**src/rtl/mem_arbiter.sv**
```systemverilog
// Single-port RAM arbiter between icache fetches and dcache loads/stores, data-first with a fetch starvation guard.
// Optional MEM_ARB_STATS_EN adds per-side completion counters igrant_cnt/dgrant_cnt.
module mem_arbiter #(
  parameter int unsigned STARVE_LIMIT = 4
) (
  input  logic        CLK,
  input  logic        nRST,
  input  logic        iREN,
  input  logic [31:0] iaddr,
  output logic        iwait,
  output logic [31:0] iload,
  input  logic        dREN,
  input  logic        dWEN,
  input  logic [31:0] daddr,
  input  logic [31:0] dstore,
  output logic        dwait,
  output logic [31:0] dload,
  output logic        ramREN,
  output logic        ramWEN,
  output logic [31:0] ramaddr,
  output logic [31:0] ramstore,
  input  logic [31:0] ramload,
  input  logic [1:0]  ramstate
`ifdef MEM_ARB_STATS_EN
  ,
  output logic [31:0] igrant_cnt,
  output logic [31:0] dgrant_cnt
`endif
);

  localparam int CW = $clog2(STARVE_LIMIT + 1);
  localparam logic [1:0]  RAM_ACCESS = 2'd2;
  localparam logic [1:0]  RAM_ERROR  = 2'd3;
  localparam logic [31:0] ERR_WORD   = 32'hBAD1BAD1;

  typedef enum logic [1:0] {IDLE, DGRANT, IGRANT} state_t;

  state_t        state_q, state_d;
  logic [CW-1:0] starve_cnt_q, starve_cnt_d;

  logic        d_req;
  logic        ram_done;
  logic [31:0] ram_word;
  logic        starved;

  assign d_req    = dREN | dWEN;
  assign ram_done = (ramstate == RAM_ACCESS) || (ramstate == RAM_ERROR);
  assign ram_word = (ramstate == RAM_ERROR) ? ERR_WORD : ramload;
  assign starved  = iREN && (starve_cnt_q == CW'(STARVE_LIMIT));

  always_comb begin
    state_d      = state_q;
    starve_cnt_d = starve_cnt_q;
    ramREN       = 1'b0;
    ramWEN       = 1'b0;
    ramaddr      = '0;
    ramstore     = '0;
    iwait        = 1'b1;
    dwait        = 1'b1;
    iload        = '0;
    dload        = '0;
    case (state_q)
      IDLE: begin
        if (d_req && !starved) state_d = DGRANT;
        else if (iREN)         state_d = IGRANT;
      end
      DGRANT: begin
        ramaddr  = daddr;
        ramstore = dstore;
        if (!d_req) begin
          state_d = IDLE;
        end else begin
          ramWEN = dWEN;
          ramREN = !dWEN;
          if (ram_done) begin
            dwait   = 1'b0;
            dload   = ram_word;
            state_d = IDLE;
            // Count data wins only while a fetch is actually waiting.
            if (!iREN)
              starve_cnt_d = '0;
            else if (starve_cnt_q != CW'(STARVE_LIMIT))
              starve_cnt_d = starve_cnt_q + CW'(1);
          end
        end
      end
      IGRANT: begin
        if (!iREN) begin
          state_d = IDLE;
        end else begin
          ramREN  = 1'b1;
          ramaddr = iaddr;
          if (ram_done) begin
            iwait        = 1'b0;
            iload        = ram_word;
            state_d      = IDLE;
            starve_cnt_d = '0;
          end
        end
      end
      default: state_d = IDLE;
    endcase
  end

  always_ff @(posedge CLK) begin
    if (!nRST) begin
      state_q      <= IDLE;
      starve_cnt_q <= '0;
    end else begin
      state_q      <= state_d;
      starve_cnt_q <= starve_cnt_d;
    end
  end

`ifdef MEM_ARB_STATS_EN
  logic [31:0] igrant_cnt_q, igrant_cnt_d;
  logic [31:0] dgrant_cnt_q, dgrant_cnt_d;

  always_comb begin
    igrant_cnt_d = igrant_cnt_q + 32'((state_q == IGRANT) && iREN && ram_done);
    dgrant_cnt_d = dgrant_cnt_q + 32'((state_q == DGRANT) && d_req && ram_done);
  end

  always_ff @(posedge CLK) begin
    if (!nRST) begin
      igrant_cnt_q <= '0;
      dgrant_cnt_q <= '0;
    end else begin
      igrant_cnt_q <= igrant_cnt_d;
      dgrant_cnt_q <= dgrant_cnt_d;
    end
  end

  assign igrant_cnt = igrant_cnt_q;
  assign dgrant_cnt = dgrant_cnt_q;
`endif

endmodule

```
**config.mk**
```make
export PLATFORM = sky130hd
export DESIGN_NAME = mem_arbiter
export DESIGN_NICKNAME = d
export VERILOG_FILES = /design/src/rtl/mem_arbiter.sv
export SDC_FILE = /design/constraint.sdc
export NUM_CORES = 1
export LEC_CHECK = 0
export CAP_MARGIN = 5
export CORE_AREA = 4 4 102 104
export DETAILED_ROUTE_END_ITERATION = 10
export DIE_AREA = 0 0 106 108
export HOLD_SLACK_MARGIN = 0.1
export PLACE_DENSITY_LB_ADDON = 0.05
export SYNTH_ARGS = -nofsm -noshare
export SYNTH_HDL_FRONTEND = slang
export SYNTH_SLANG_ARGS = --single-unit
```
**constraint.sdc**
```tcl
create_clock -name CLK -period 1.99 [get_ports CLK]
set_clock_uncertainty 0.1 [all_clocks]
set_input_delay 0.398 -clock CLK [delete_from_list [all_inputs] [get_ports CLK]]
set_output_delay 0.398 -clock CLK [all_outputs]
set_load 0.01 [all_outputs]
```
==> impl_metrics.yaml, run 1 <==
timing:
  worstMarginPinSlew_ps: 313.4
  timing.final.setup_violations: 56
  report.final.slew_viol_count: 0
  slew_headroom_pct: 78.93
  layout_min_cycle_time_ps: 2132
  report.final.hold_viol_count: 0
  setup_slack_ps: -141.9
  fin_setup_tns_ps: -2023
  maxClockFrequency_mhz: 469.1
  min_period_over_period_pct: 107.1
  rsz0062_at_grt: "true"
drt:
  dr.first_iter.drc_count: 98
  routed_wl_mm: 12.34
  num_vias: 3018
  wl_per_cell_um: 17.88
  via_per_inst: 4.374
  post-route-drc-count: 0
  first_pass_iteration_count_of_the_detailed_router: 4
  final_antenna_net_count: 0
placement:
  placement.io_buffers: 266
  place.gp.congestion: 0.7814
  place.detailed.hpwl_mm: 8.568
grt:
  groute.usage.overall_pct: 19.81
  global_route_wire_length_before_repair_mm: 17.80
  grt_start_max_net_pins: 34
  grt_antenna_before_repair: 0
  grt_pass1_vias: 3026
  globalRoute.totalOverflow: 0
final_layout:
  nets: 699
  num-fill-cells: 942
  fraction_of_final_layout_cells_sized_beyond_drive_strength_1_pct: 48.29
  mostFrequentLayoutCell: "sky130_fd_sc_hd__clkdlybuf4s50_1"
  insertedDiodeCount: 0
  most-common-layout-cells: "129 x sky130_fd_sc_hd__clkdlybuf4s50_1, 100 x sky130_fd_sc_hd__buf_2, 47 x sky130_fd_sc_hd__nor2_1, 33 x sky130_fd_sc_hd__buf_6"
  final_core_utilization_pct: 53.66
  layout-area-overhead-vs-synth_pct: 234.3
clock_network:
  cts_inserted_buffers: 3
  tritoncts_clock_tree: "done"
  clock_insertion_delay_worst_skew_ps: 220
  clock_sinks: 5
  clock_tree.htree_level_count: 1
  holdBufCountCts: 0
  worst_setup_hold_path_clk_slew_ps: 30
  clock_tree.root_cell: "sky130_fd_sc_hd__clkbuf_8"
  cts_max_path_buffers: 2
synth:
  post_synthesis_share_of_cell_area_spent_on_and_or_nand_and_nor_gates_pct: 59.43
  synth_top_family_by_area: "simple AND/OR/NAND/NOR gates"
  synth-main-ff-cell: "sky130_fd_sc_hd__dfxtp_1"
  synth-warning-count: 0
  muxShareOfSynthArea_pct: 1.388
  syn-num-nets: 406
  yosys.area.top_type: "sky130_fd_sc_hd__nor2_1"
  syn_avg_cell_area_sq_um: 5.784
  synth_compound_area_share_pct: 20.24
  synth_largest_type_area_fraction_pct: 20.82
  synth_seq_cells: 5
  syn_inst: 265
  mappedNetlistArea_sq_um: 1533
  seq_area_frac_synth_pct: 6.531
  synth_xor_area_share_pct: 0
  post_synth_fa_ha_maj_area_fraction_pct: 4.898
  ys_top_cells_by_area: "sky130_fd_sc_hd__nor2_1 21%, sky130_fd_sc_hd__a22oi_1 16%, sky130_fd_sc_hd__and2_1 14%"
  synth_enable_flop_cells: 0
  postSynth.asyncResetShare_pct: 0
  synth.lib_cells_used.distinct: 28
floorplanning:
  die_height_um: 108
  die_area_sq_um: 11450
  boundary_pin_count: 267
  die_width_um: 106
  floorplan.initialDensity_pct: 16.05
  design.core.area_sq_um: 9549
  rows: 36
worst_hold_path:
  number_of_cells_on_the_worst_hold_path: 2
  min_delay_src: "starve_cnt_q[1]"
  worst_hold_path.endpoint: "starve_cnt_q[1]"
  worst_min_delay_path_category: "flop to flop"
worst_setup_path:
  r2r_cells: 8
  critical_path_class: "flop to output pin"
  worstSetupEndpointType: "output pin"
  r2r-start: "state_q[0]"
  critical_path_peak_fanout: 8
  critPathArrivalTime_ps: 1630
  rrSetupSlack_ps: 10
  required_ps: 1490
  start_kind: "flop"
  crit-reg2reg-capture: "starve_cnt_q[2]"
pwr:
  sequentialPowerShare_pct: 7.3
  p_total_mw: 1.560
  p_sw_share_pct: 36.33
  power_leakage_nw: 2.311
  internal_power_mw: 0.9932
  power_frac_comb_pct: 80.7
  power_switching_mw: 0.5668
  clkPwrFrac_pct: 12.0
  power_density_nw_per_um2: 304.5
  vdd.ir_drop.worst_uv: 214.9
status:
  outcome: "finished with violations"
  failing_checks: "setup timing"
run:
  cap_viol_max_count: 0
power groups by stage:
| stage | sequential, mW | clock (mW) | combinational [mW] |
|---|---|---|---|
| 6_report | 0.114 | 0.187 | 1.26 |
| 5_1_grt | 0.116 | 0.203 | 1.34 |
| 4_1_cts | 0.113 | 0.195 | 1.14 |
| 3_5_place_dp | 0.112 | 0 | 0.999 |
| 3_3_place_gp | 0.112 | 0 | 0.993 |
| 2_1_floorplan | 0.112 | 0 | 0.361 |
cells in the mapped netlist (all sizes together), types with 2 or more instances:
library cell and number:
nor2 85, and2 35, nor2b 34, a22oi 32
nand2 17, clkbuf 15, buf 9, ha 6
dfxtp 5, inv 4, a32o 3, and3b 3
nand2b 2, o21a 2, o21ai 2
layout make-up:
type                       count  area [sq um]  share of cell area, %
clock buffer                   4         45.04                 0.8791
sequential                     5         105.1                  2.051
inverter                       4         17.52                 0.3419
timing repair buffer         312          2975                  58.07
tap                          133         166.4                  3.248
multi-input combinational    232          1814                  35.41
worst max path at each step:
stage          startpoint  cells past startpoint           to  slack [ps]
2_1_floorplan  state_q[1]                      7  ramaddr[18]          20
3_3_place_gp         iREN                      6  ramaddr[21]        -610
3_5_place_dp         iREN                      6   ramaddr[5]        -640
4_1_cts        state_q[0]                      8     dload[8]        -210
5_1_grt        state_q[0]                      9  ramaddr[21]        -220
6_report       state_q[0]                      9  ramaddr[21]        -140
kinds of logic (layout without fill, tap and decap cells):
group                      count (synthesis)  count (layout)
and+or+nand+nor                          183             183
AOI/OAI and AO/OA                         41              41
buffers and inverters                     28             320
adders and majority gates                  6               6
DFF                                        5               5
muxes                                      2               2
per-layer routing:
| layer | wire, um | global-route usage (%) |
|---|---|---|
| met1 | 4659 | 21.99 |
| met2 | 6478 | 38.25 |
| met3 | 1021 | 4.955 |
| met4 | 176 | 3.885 |
| met5 | 0 | 0 |
registers in the layout, indices dropped and copies added, names as in the netlist:
signal,flops
starve_cnt_q,3
state_q,2
stage by stage:
stage | area (sq um) | cells | worst slack, ps | hold slack, ps
2_1_floorplan | 1534 | 265 | 16.66 | 360.8
3_3_place_gp | 4499 | 658 | -612.8 | 382.2
3_5_place_dp | 4499 | 658 | -635.3 | 383.3
4_1_cts | 4821 | 686 | -205.1 | 388.1
5_1_grt | 5124 | 690 | -219.2 | 425.4
6_report | 5124 | 690 | -141.9 | 405.1
worst max-delay path, stage by stage (launching register included):
cell                      delay [ps]
sky130_fd_sc_hd__dfxtp_4         360
sky130_fd_sc_hd__inv_4            40
sky130_fd_sc_hd__ha_4            150
sky130_fd_sc_hd__and2_4          150
sky130_fd_sc_hd__buf_6           140
sky130_fd_sc_hd__buf_16          140
sky130_fd_sc_hd__buf_12          120
sky130_fd_sc_hd__a22oi_2         100
sky130_fd_sc_hd__nor2b_1          60
sky130_fd_sc_hd__buf_2           150
timing repair:
item	4_1_cts	5_1_grt
endpoints found under the setup margin	135	112
cloned	13	2
buffers inserted	12	3
resized for setup	587	116
pin swaps	29	21
(Power assumes the default switching activity.)
==> run 2: changes to the inputs <==
- MAX_ROUTING_LAYER: not set -> met4
- SLEW_MARGIN: not set -> 20
==> impl_metrics.yaml, run 2 (synthesized netlist as in run 1, its figures left out) <==
clock_network:
  cts_inserted_buffers: 3
  clock_tree.root_cell: "sky130_fd_sc_hd__clkbuf_8"
  clock_insertion_delay_worst_skew_ps: 220
  tritoncts_clock_tree: "done"
  holdBufCountCts: 0
  clock_sinks: 5
  clock_tree.htree_level_count: 1
  worst_setup_hold_path_clk_slew_ps: 30
  cts_max_path_buffers: 2
pwr:
  power_leakage_nw: 2.311
  clkPwrFrac_pct: 12.1
  internal_power_mw: 0.9932
  power_switching_mw: 0.5683
  sequentialPowerShare_pct: 7.3
  power_frac_comb_pct: 80.6
  power_density_nw_per_um2: 304.8
  vdd.ir_drop.worst_uv: 214.9
  p_sw_share_pct: 36.40
final_layout:
  nets: 699
  insertedDiodeCount: 0
  fraction_of_final_layout_cells_sized_beyond_drive_strength_1_pct: 48.29
  final_area_sq_um: 5124
  registers.top_by_ff_count: "starve_cnt_q"
  mostFrequentLayoutCell: "sky130_fd_sc_hd__clkdlybuf4s50_1"
  biggestRegsByFlops: "starve_cnt_q x3, state_q x2"
  seq_area_sq_um: 105.1
  num-fill-cells: 942
  multi_input_gate_area_sq_um: 1814
  largest_register_ff_count: 3
  most-common-layout-cells: "129 x sky130_fd_sc_hd__clkdlybuf4s50_1, 100 x sky130_fd_sc_hd__buf_2, 47 x sky130_fd_sc_hd__nor2_1, 33 x sky130_fd_sc_hd__buf_6"
  layout-area-overhead-vs-synth_pct: 234.3
timing:
  setup_slack_ps: -143.7
  slew_headroom_pct: 78.93
  min_period_over_period_pct: 107.2
  rsz0062_at_grt: "true"
  report.final.slew_viol_count: 0
  worstMarginPinSlew_ps: 313.4
  report.final.hold_viol_count: 0
  maxClockFrequency_mhz: 468.7
  timing.final.setup_violations: 56
  layout_min_cycle_time_ps: 2134
  fin_setup_tns_ps: -2120
worst_setup_path:
  rrSetupSlack_ps: 10
  worstSetupEndpointType: "output pin"
  critPathArrivalTime_ps: 1640
  critical_path_peak_fanout: 8
  start_kind: "flop"
  required_ps: 1490
  critical_path_class: "flop to output pin"
grt:
  grt_antenna_before_repair: 0
  groute.usage.overall_pct: 20.40
  grt_start_max_net_pins: 34
  globalRoute.totalOverflow: 0
  global_route_wire_length_before_repair_mm: 17.75
  grt_pass1_vias: 3025
placement:
  place.gp.congestion: 0.7923
  placement.io_buffers: 266
  place.detailed.hpwl_mm: 8.568
  detailed_place.area_sq_um: 4499
drt:
  wl_per_cell_um: 17.87
  num_vias: 3011
  final_antenna_net_count: 0
  first_pass_iteration_count_of_the_detailed_router: 4
  post-route-drc-count: 0
  dr.first_iter.drc_count: 97
  via_per_inst: 4.364
  routed_wl_mm: 12.33
floorplanning:
  design.core.area_sq_um: 9549
  boundary_pin_count: 267
  rows: 36
  die_height_um: 108
  die_area_sq_um: 11450
  floorplan.initialDensity_pct: 16.05
  die_width_um: 106
status:
  failing_checks: "setup timing"
  outcome: "finished with violations"
run:
  cap_viol_max_count: 0
worst_hold_path:
  worst_min_delay_path_category: "flop to flop"
## run 2: cell counts in the layout (fill, tap and decap cells not counted)
No cell type changed its count.
## run 2: final timing paths
path                        start              end  cells after the start
hold / removal    starve_cnt_q[1]  starve_cnt_q[1]                      2
setup / recovery       state_q[0]      ramaddr[21]                      9
hold reg to reg   starve_cnt_q[1]  starve_cnt_q[1]                      2
setup reg to reg       state_q[0]  starve_cnt_q[2]                      8
## run 2: power by group through the flow
stage / sequential, mW / combinational, mW / clock, mW
after floorplan: 0.112 / 0.361 / 0
after global placement: 0.112 / 0.993 / 0
after detailed placement: 0.112 / 0.999 / 0
after CTS: 0.113 / 1.14 / 0.195
after global routing: 0.116 / 1.34 / 0.203
final: 0.114 / 1.26 / 0.188
## run 2: what timing repair did
action	in CTS	in global routing
setup endpoints to repair	135	112
gates resized for setup	587	116
cloned	13	2
buffers inserted	12	3
pin swaps	29	21
## run 2: layout make-up
type | count | area share, %
clock buffers | 4 | 0.8791
inverters | 4 | 0.3419
repair buffers | 312 | 58.07
flip-flops and latches | 5 | 2.051
multi-input cells | 232 | 35.41
well taps | 133 | 3.248
## run 2: per-layer routing
| metal | GRT usage, % | wire [um] | part of all wire (%) | up-vias |
|---|---|---|---|---|
| met3 | 4.299 | 968 | 7.9 | 11 |
| li1 | - | - | - | 1470 |
| met2 | 38.34 | 6485 | 53 | 135 |
| met1 | 22.35 | 4700 | 38 | 1395 |
| met5 | - | 0 | 0 | - |
| met4 | 3.885 | 174 | 1.4 | 0 |
## run 2: stage by stage
stage / hold WS [ps] / instances / worst slack (ps) / utilization, % / power (mW)
global route: 425.4 / 690 / -219.2 / 53.66 / 1.661
detailed placement: 383.3 / 658 / -635.3 / 47.12 / 1.111
CTS: 388.1 / 686 / -205.1 / 50.48 / 1.452
finish: 405.1 / 690 / -143.7 / 53.66 / 1.561
floorplan: 360.8 / 265 / 16.66 / - / 0.4728
global placement: 382.2 / 658 / -612.8 / 47.12 / 1.105
## run 2: critical path, cell delays in order, from the launching register on
cell,delay [ps]
sky130_fd_sc_hd__dfxtp_4,360
sky130_fd_sc_hd__inv_4,40
sky130_fd_sc_hd__ha_4,150
sky130_fd_sc_hd__and2_4,150
sky130_fd_sc_hd__buf_6,140
sky130_fd_sc_hd__buf_16,140
sky130_fd_sc_hd__buf_12,120
sky130_fd_sc_hd__a22oi_2,100
sky130_fd_sc_hd__nor2b_1,60
sky130_fd_sc_hd__buf_2,150
==> run 3: changes to the inputs <==
- SKIP_LAST_GASP: not set -> 1
==> impl_metrics.yaml, run 3 (synthesized netlist as in run 1, its figures left out) <==
status:
  outcome: "finished with violations"
  failing_checks: "setup timing"
drt:
  post-route-drc-count: 0
  num_vias: 2994
  first_pass_iteration_count_of_the_detailed_router: 4
  dr.first_iter.drc_count: 104
  final_antenna_net_count: 0
  routed_wl_mm: 12.31
  via_per_inst: 4.339
  wl_per_cell_um: 17.84
floorplanning:
  rows: 36
  design.core.area_sq_um: 9549
  floorplan.initialDensity_pct: 16.05
  boundary_pin_count: 267
  die_height_um: 108
  die_width_um: 106
  die_area_sq_um: 11450
worst_setup_path:
  peak_per_stage_delay_on_the_critical_path_ps: 360
  critical_path_class: "flop to output pin"
  worstSetupEndpointType: "output pin"
  worst-path-buf-inv: 5
  start_kind: "flop"
  required_ps: 1490
  critical_path_peak_fanout: 8
  cp_cell_sequence: "inv_4 > ha_4 > and2_4 > buf_6 > buf_16 > buf_12 > a22oi_2 > nor2b_1 > buf_2"
  critPathTopFamily: "buffers and inverters"
  critPathArrivalTime_ps: 1640
  slowest_stage: "sky130_fd_sc_hd__dfxtp_4"
grt:
  grt_pass1_vias: 2983
  grt_busiest_layer: "met2"
  grt_start_max_net_pins: 34
  globalRoute.totalOverflow: 0
  groute.usage.overall_pct: 20.27
  use_met2_pct: 38.34
  grt_antenna_before_repair: 0
  groute.layer.met3.usage_pct: 4.179
  globalRouteMet1Util_pct: 22.20
  global_route_wire_length_before_repair_mm: 17.62
timing:
  worst_case_hold_slack_ps: 383.7
  setup_slack_ps: -147.4
  min_period_over_period_pct: 107.4
  layout_min_cycle_time_ps: 2137
  slew_headroom_pct: 79.03
  worstMarginPinSlew_ps: 311.9
  report.final.hold_viol_count: 0
  report.final.slew_viol_count: 0
  timing.final.setup_violations: 76
  maxClockFrequency_mhz: 467.9
  fin_setup_tns_ps: -2392
  rsz0062_at_grt: "true"
final_layout:
  biggestRegsByFlops: "starve_cnt_q x3, state_q x2"
  largest_register_ff_count: 3
  insertedDiodeCount: 0
  layout-area-overhead-vs-synth_pct: 232.4
  mostFrequentLayoutCell: "sky130_fd_sc_hd__clkdlybuf4s50_1"
  final_cell_count_no_fill: 690
  nets: 699
  fraction_of_final_layout_cells_sized_beyond_drive_strength_1_pct: 46.86
  registers.top_by_ff_count: "starve_cnt_q"
  most-common-layout-cells: "129 x sky130_fd_sc_hd__clkdlybuf4s50_1, 100 x sky130_fd_sc_hd__buf_2, 49 x sky130_fd_sc_hd__nor2_1, 34 x sky130_fd_sc_hd__nor2b_1, 33 x sky130_fd_sc_hd__and2_1"
pwr:
  power_density_nw_per_um2: 304.7
  power_leakage_nw: 2.312
  vdd.ir_drop.worst_uv: 206.9
  p_total_mw: 1.552
placement:
  place.gp.congestion: 0.7923
  placed_cells: 658
  placement.io_buffers: 266
  place.detailed.hpwl_mm: 8.568
  post_placement_setup_slack_ps: -635.3
clock_network:
  cts_max_path_buffers: 2
  clock_insertion_delay_worst_skew_ps: 220
  tritoncts_clock_tree: "done"
  clock_tree.htree_level_count: 1
  worst_setup_hold_path_clk_slew_ps: 30
  clock_sinks: 5
  cts_inserted_buffers: 3
  clock_tree.root_cell: "sky130_fd_sc_hd__clkbuf_8"
worst_hold_path:
  worst_min_delay_path_category: "flop to flop"
run:
  cap_viol_max_count: 0
[run 3: changes by cell type in the layout (fill, tap and decap cells not counted), sizes merged]
cell | before | now
bufbuf | 3 | 4
clkbuf | 10 | 11
buf | 169 | 167
[run 3: final timing paths]
check             startpoint         endpoint  slack (ps)  cells past startpoint
max reg2reg       state_q[0]  starve_cnt_q[2]         -20                      8
max               state_q[0]      ramaddr[21]        -150                      9
min          starve_cnt_q[1]  starve_cnt_q[1]         380                      2
min reg2reg  starve_cnt_q[1]  starve_cnt_q[1]         380                      2
[run 3: report_power, final]
part | internal, mW | switching [mW] | total [mW]
logic | 0.746 | 0.505 | 1.25
clock network | 0.137 | 0.0498 | 0.187
registers | 0.107 | 0.00697 | 0.114
total | 0.991 | 0.561 | 1.55
[run 3: layout make-up]
type | instances | area, sq um
clock buffers | 4 | 45.04
fillers | 953 | 4454
inverters | 4 | 17.52
multi-input cells | 232 | 1787
flip-flops and latches | 5 | 105.1
well taps | 133 | 166.4
repair buffers | 312 | 2974
[run 3: worst reg2reg max path: cells and delay by family, from the launching register on]
family / cells / cell delay [ps]
and+or+nand+nor: 3 / 670
buffers and inverters: 3 / 370
AOI/OAI and AO/OA: 1 / 200
adders and majority gates: 1 / 180
DFF: 1 / 360
[run 3: timing repair]
action,CTS,global route
resized for setup,566,125
pin swaps,29,16
hold buffers,0,0
setup buffers,12,3
gates cloned,13,2
setup endpoints to repair,135,127
[run 3: routing by layer]
layer,part of all wire [%],wire length [um]
met5,0,0
met3,7.5,918
met4,0.97,119
met1,39,4778
met2,53,6492
[run 3: per-stage QoR]
| stage | util [%] | area, sq um |
|---|---|---|
| floorplan | - | 1534 |
| global placement | 47.12 | 4499 |
| detailed placement | 47.12 | 4499 |
| CTS | 50.60 | 4832 |
| global route | 53.35 | 5095 |
| finish | 53.35 | 5095 |
